$ cat src/rtl/boid_pkg.sv
// Shared constants and FSM encoding for the boid display path.
// Used by both the frame writer and the VGA read side.
package boid_pkg;
  localparam int VIDEO_WIDTH         = 640;
  localparam int VIDEO_HEIGHT        = 480;
  localparam int PIXEL_ADDRESS_WIDTH = 19;
  localparam int MAX_BOIDS           = 128;
  localparam int BITS_FOR_BOIDS      = $clog2(MAX_BOIDS);

  typedef enum logic [2:0] {
    IDLE  = 3'd0,
    CLEAR = 3'd1,
    FETCH = 3'd2,
    DRAW  = 3'd3,
    DONE  = 3'd4
  } state_t;
endpackage

$ cat src/rtl/boid_pixel_addr.sv
// Maps a pixel coordinate to a linear display RAM address and flags on-screen pixels.
// The multiply by 640 is done as (py<<9)+(py<<7), so the line pitch is fixed at 640.
module boid_pixel_addr
  import boid_pkg::*;
(
  input  logic [10:0]                    px,
  input  logic [9:0]                     py,
  output logic                           in_bounds,
  output logic [PIXEL_ADDRESS_WIDTH-1:0] addr
);
  logic [PIXEL_ADDRESS_WIDTH-1:0] py_w;
  logic [PIXEL_ADDRESS_WIDTH-1:0] px_w;

  assign py_w      = PIXEL_ADDRESS_WIDTH'(py);
  assign px_w      = PIXEL_ADDRESS_WIDTH'(px);
  assign in_bounds = (px < 11'(VIDEO_WIDTH)) && (py < 10'(VIDEO_HEIGHT));
  assign addr      = (py_w << 9) + (py_w << 7) + px_w;
endmodule

$ cat src/rtl/boid_frame_writer.sv
// Per-frame write sequencer: clears the display RAM, then walks every boid and
// plots a DOT_SIZE x DOT_SIZE square at its position, clipping off-screen pixels.
module boid_frame_writer #(
  parameter int MAX_BOIDS      = boid_pkg::MAX_BOIDS,
  parameter int BITS_FOR_BOIDS = $clog2(MAX_BOIDS),
  parameter int DOT_SIZE       = 1
) (
  input  logic                                     clock,
  input  logic                                     resetn,
  input  logic                                     refresh_req,
  input  logic [9:0]                               x_loc,
  input  logic [8:0]                               y_loc,
  output logic [BITS_FOR_BOIDS-1:0]                boid_sel,
  output logic                                     clear_pulse,
  output logic                                     pix_we,
  output logic [boid_pkg::PIXEL_ADDRESS_WIDTH-1:0] pix_addr,
  output logic                                     busy,
  output logic                                     frame_done,
  output logic                                     overrun
);
  import boid_pkg::*;

  localparam logic [1:0]                SUB_LAST = 2'(DOT_SIZE * DOT_SIZE - 1);
  localparam logic [BITS_FOR_BOIDS-1:0] IDX_LAST = BITS_FOR_BOIDS'(MAX_BOIDS - 1);

  state_t                           state;
  logic [BITS_FOR_BOIDS-1:0]        idx;
  logic [1:0]                       sub;
  logic [9:0]                       x_r;
  logic [8:0]                       y_r;
  logic                             dx;
  logic                             dy;
  logic [10:0]                      px;
  logic [9:0]                       py;
  logic                             in_bounds;
  logic [PIXEL_ADDRESS_WIDTH-1:0]   addr;

  // Sub-pixel offsets only exist for 2x2 dots; a 1x1 dot always sits at (x_r, y_r).
  assign dx = (DOT_SIZE == 2) ? sub[0] : 1'b0;
  assign dy = (DOT_SIZE == 2) ? sub[1] : 1'b0;
  assign px = {1'b0, x_r} + {10'b0, dx};
  assign py = {1'b0, y_r} + {9'b0, dy};

  boid_pixel_addr u_pixel_addr (
    .px        (px),
    .py        (py),
    .in_bounds (in_bounds),
    .addr      (addr)
  );

  assign boid_sel    = idx;
  assign clear_pulse = (state == CLEAR);
  assign frame_done  = (state == DONE);
  assign busy        = (state != IDLE);

  always_ff @(posedge clock or negedge resetn) begin
    if (!resetn) begin
      state    <= IDLE;
      idx      <= '0;
      sub      <= '0;
      x_r      <= '0;
      y_r      <= '0;
      pix_we   <= 1'b0;
      pix_addr <= '0;
      overrun  <= 1'b0;
    end else begin
      pix_we <= 1'b0;
      // A request arriving while a frame is in flight is dropped, not queued.
      if (refresh_req && (state == CLEAR || state == FETCH || state == DRAW))
        overrun <= 1'b1;
      case (state)
        IDLE: begin
          if (refresh_req) state <= CLEAR;
        end
        CLEAR: begin
          idx   <= '0;
          state <= FETCH;
        end
        FETCH: begin
          x_r   <= x_loc;
          y_r   <= y_loc;
          sub   <= '0;
          state <= DRAW;
        end
        DRAW: begin
          pix_we <= in_bounds;
          if (in_bounds) pix_addr <= addr;
          if (sub == SUB_LAST) begin
            if (idx == IDX_LAST) begin
              state <= DONE;
            end else begin
              idx   <= idx + 1'b1;
              state <= FETCH;
            end
          end else begin
            sub <= sub + 2'd1;
          end
        end
        DONE: begin
          state <= refresh_req ? CLEAR : IDLE;
        end
        default: state <= IDLE;
      endcase
    end
  end
endmodule

$ cat config.mk
export PLATFORM = sky130hd
export DESIGN_NAME = boid_frame_writer
export DESIGN_NICKNAME = d
export VERILOG_FILES = /design/src/rtl/boid_pkg.sv /design/src/rtl/boid_pixel_addr.sv /design/src/rtl/boid_frame_writer.sv
export SDC_FILE = /design/constraint.sdc
export NUM_CORES = 1
export LEC_CHECK = 0
export CORE_MARGIN = 2
export CORE_UTILIZATION = 45
export CTS_BUF_LIST = sky130_fd_sc_hd__clkbuf_8 sky130_fd_sc_hd__clkbuf_16
export CTS_CLUSTER_DIAMETER = 60
export DETAILED_ROUTE_END_ITERATION = 7
export DONT_BUFFER_PORTS = 1
export SKIP_LAST_GASP = 1
export SYNTH_ARGS = -nofsm -noshare
export SYNTH_HDL_FRONTEND = slang
export SYNTH_SLANG_ARGS = --single-unit
$ cat constraint.sdc
create_clock -name clock -period 6.1 [get_ports clock]
set_input_delay 1.83 -clock clock [delete_from_list [all_inputs] [get_ports clock]]
set_output_delay 1.83 -clock clock [all_outputs]
set_load 0.05 [all_outputs]
==> flow_metrics.py <==
metrics = {
    "status": {
        "status": "completed",
    },
    "die": {
        "die_width_um": 80.5,
        "core_area_um2": 5570,
        "rows": 27,
        "dieArea_um2": 6480,
        "initial_core_util_pct": 47.3,
        "io_pins": 53,
        "die_h_um": 80.5,
    },
    "critical_path": {
        "reg2reg_slack_ps": 3550,
        "crit_arrival_ps": 1950,
        "crit_fanout": 10,
        "cp.required_ps": 4270,
        "worstSetupStartpointType": "register",
        "path_cells": "nand2b_1, nor2_1",
        "cp_slowest_stage_delay_ps": 900,
        "critPathCaptureType": "primary output",
        "critPathKind": "reg2out",
        "critPathSlowestCell": "nor2_1",
    },
    "hold_path": {
        "hold_class": "reg2reg",
    },
    "clock_tree": {
        "post-cts-setup-buffers": 0,
        "clk_root_buffer_cell": "clkbuf_8",
        "cts_hold_buf": 0,
        "cts_tree": "yes",
        "worstSkewPairLatency_ps": 300,
        "cts_made_buffers": 5,
        "cts.repair.resized": 0,
        "clk_pin_slew_ps": 100,
        "htreeDepth": 2,
        "cts.sinks": 52,
        "cts_buffer_depth": 2,
    },
    "synthesis": {
        "async_flop_share_pct": 100,
        "synth_common_cells": "dfrtp_1 (52), nand2_1 (44), ha_1 (19)",
        "yosys.cell_count.top_type": "dfrtp_1",
        "seq_area_frac_synth_pct": 49.4,
        "synth_largest_area_cell": "dfrtp_1",
        "synth_edf_count": 0,
        "ys_types": 38,
        "synthFlopType": "dfrtp_1",
        "synth_fp_nets": 294,
        "synth_cells": 251,
        "yosysWarnings": 0,
        "synth-seq-cells": 52,
        "synth_area_leaders": "dfrtp_1 (49%), ha_1 (9.0%), mux2_2 (7.7%)",
        "netlist_area_um2": 2640,
        "yosysTopAreaCellShare_pct": 49.4,
        "synth_area_per_cell_um2": 10.5,
    },
    "pwr": {
        "power_frac_comb_pct": 32.2,
        "ir_drop_v": 0.000264,
        "p_int_w": 0.000774,
        "swShare_pct": 50.0,
        "total_power_w": 0.00155,
        "seqPwrFrac_pct": 55.2,
        "pwr_density_cell_nw_per_um2": 555,
        "p_leak_nw": 1.28,
        "power.switching_w": 0.000773,
        "clkPwrFrac_pct": 12.6,
    },
    "route": {
        "final_antenna_net_count": 0,
        "num_vias": 1753,
        "drt_wl_total_um": 4790,
        "dr.first_iter.drc_count": 64,
        "drc": 0,
        "vias_per_cell": 5.39,
        "avgRoutedWirePerCell_um": 14.7,
        "dr.pass1.iters": 4,
    },
    "finish": {
        "drive_gt1_share_pct": 14.6,
        "nets": 295,
        "diodes": 0,
        "area_delta_synth_final_pct": 5.70,
    },
    "timing": {
        "rsz0062_at_grt": "no",
        "finalMaxSlewViolations": 0,
        "relSlewSlack_pct": 26.6,
        "tightest_slew_ps": 1100,
        "fin_crit_sh_pct": 61.9,
        "setup_viol": 0,
        "fin_setup_tns_ps": 0,
        "finalClockSkew_ps": 12.3,
        "hold-worst-slack_ps": 469,
        "finalHoldViolations": 0,
        "setup_ws_ps": 2320,
        "fmax_mhz": 265,
        "fin_crit_ps": 3780,
    },
    "global_routing": {
        "grt_pass1_wl_um": 8240,
        "grt_pass1_vias": 1781,
        "antenna_found_initial": 0,
        "grt_max_degree": 53,
        "grt_overflow": 0,
        "grt.total_usage_pct": 16.4,
    },
    "placed_design": {
        "place.gp.congestion": 0.830,
        "place_ws_ps": 2640,
        "portBuffers": 0,
        "dp_hpwl_um": 3480,
    },
    "flow_run": {
        "drv_cap": 0,
    },
}
## metrics by stage
stage                     cell area (µm²)  std cells  util [%]
final                                2790        325      50.0
after global routing                 2790        325      50.0
after CTS                            2790        325      50.0
after detailed placement             2700        317      48.4
after global placement               2700        317      48.4
after floorplan                      2640        251         -
## worst max-delay path: cells and delay by family (launching register included)
family           cells  cell delay [ps]
flip-flops           1              480
AND/OR/NAND/NOR      2             1160
## flip-flops by register name, indices dropped and copies added, names as in the netlist
register and cells:
boid_sel 7, overrun 1, pix_addr 19, pix_we 1, state 3, sub 2
x_r 10, y_r 9
## final timing paths
| path | startpoint | end | cells after the start |
|---|---|---|---|
| setup / recovery | state[0] | clear_pulse | 2 |
| hold / removal | x_r[2] | pix_addr[2] | 2 |
| setup reg to reg | y_r[0] | pix_addr[16] | 8 |
| hold reg to reg | x_r[2] | pix_addr[2] | 2 |
| max in group asynchronous | resetn | pix_addr[1] | 0 |
| min in group asynchronous | resetn | x_r[7] | 0 |
## metal layers
| metal | track usage (%) | part of all wire (%) | vias up |
|---|---|---|---|
| met1 | 21.7 | 48 | 836 |
| met5 | 0 | 0 | - |
| met4 | 6.10 | 1.6 | 0 |
| met3 | 4.61 | 5.5 | 7 |
| li1 | - | - | 875 |
| met2 | 25.8 | 45 | 35 |
## cell usage in the layout (no fill, tap or decap), types with 2 or more instances in the layout
cell      count
a21oi_1       9
clkbuf_8      5
mux2_2       18
o21ai_2       2
o21ai_0      17
and2_1        2
a211oi_1      3
nand3_1       7
nor2_1       14
a31o_2        3
xnor2_1       3
inv_1        14
xor2_1        5
a21o_1        3
nor2b_1       2
nand2b_1      3
or3_1         3
fa_1          2
dfrtp_1      52
a22o_1        3
ha_1         19
nand2_1      44
nand4_1       2
## area by class of cell
type	instances	area (µm²)
Fill cell	523	2790
Sequential cell	52	1300
Multi-Input combinational cell	178	1240
Tap cell	72	90.1
Clock buffer	5	68.8
Inverter	14	52.6
Clock inverter	3	21.3
Timing Repair Buffer	1	7.51
## power groups by stage
stage	registers [W]	clock network (W)	logic, W
finish	0.000853	0.000195	0.000498
global route	0.000874	0.000218	0.000587
CTS	0.000858	0.000204	0.000505
detailed placement	0.000864	0	0.000504
global placement	0.000861	0	0.000495
floorplan	0.000829	0	0.000431
## cell families (layout without fill, tap and decap cells)
group                      after synthesis  count (layout)  share of synthesized area [%]
and+or+nand+nor                         80              80                           13.4
muxes                                   19              19                           8.07
DFF                                     52              52                           49.4
AOI/OAI and AO/OA                       50              50                           12.4
adders and majority gates               21              21                           10.5
xor gates and xnor gates                 8               8                           2.66
buffers and inverters                   21              23                           3.51
Power figures use the tool's default switching activity.
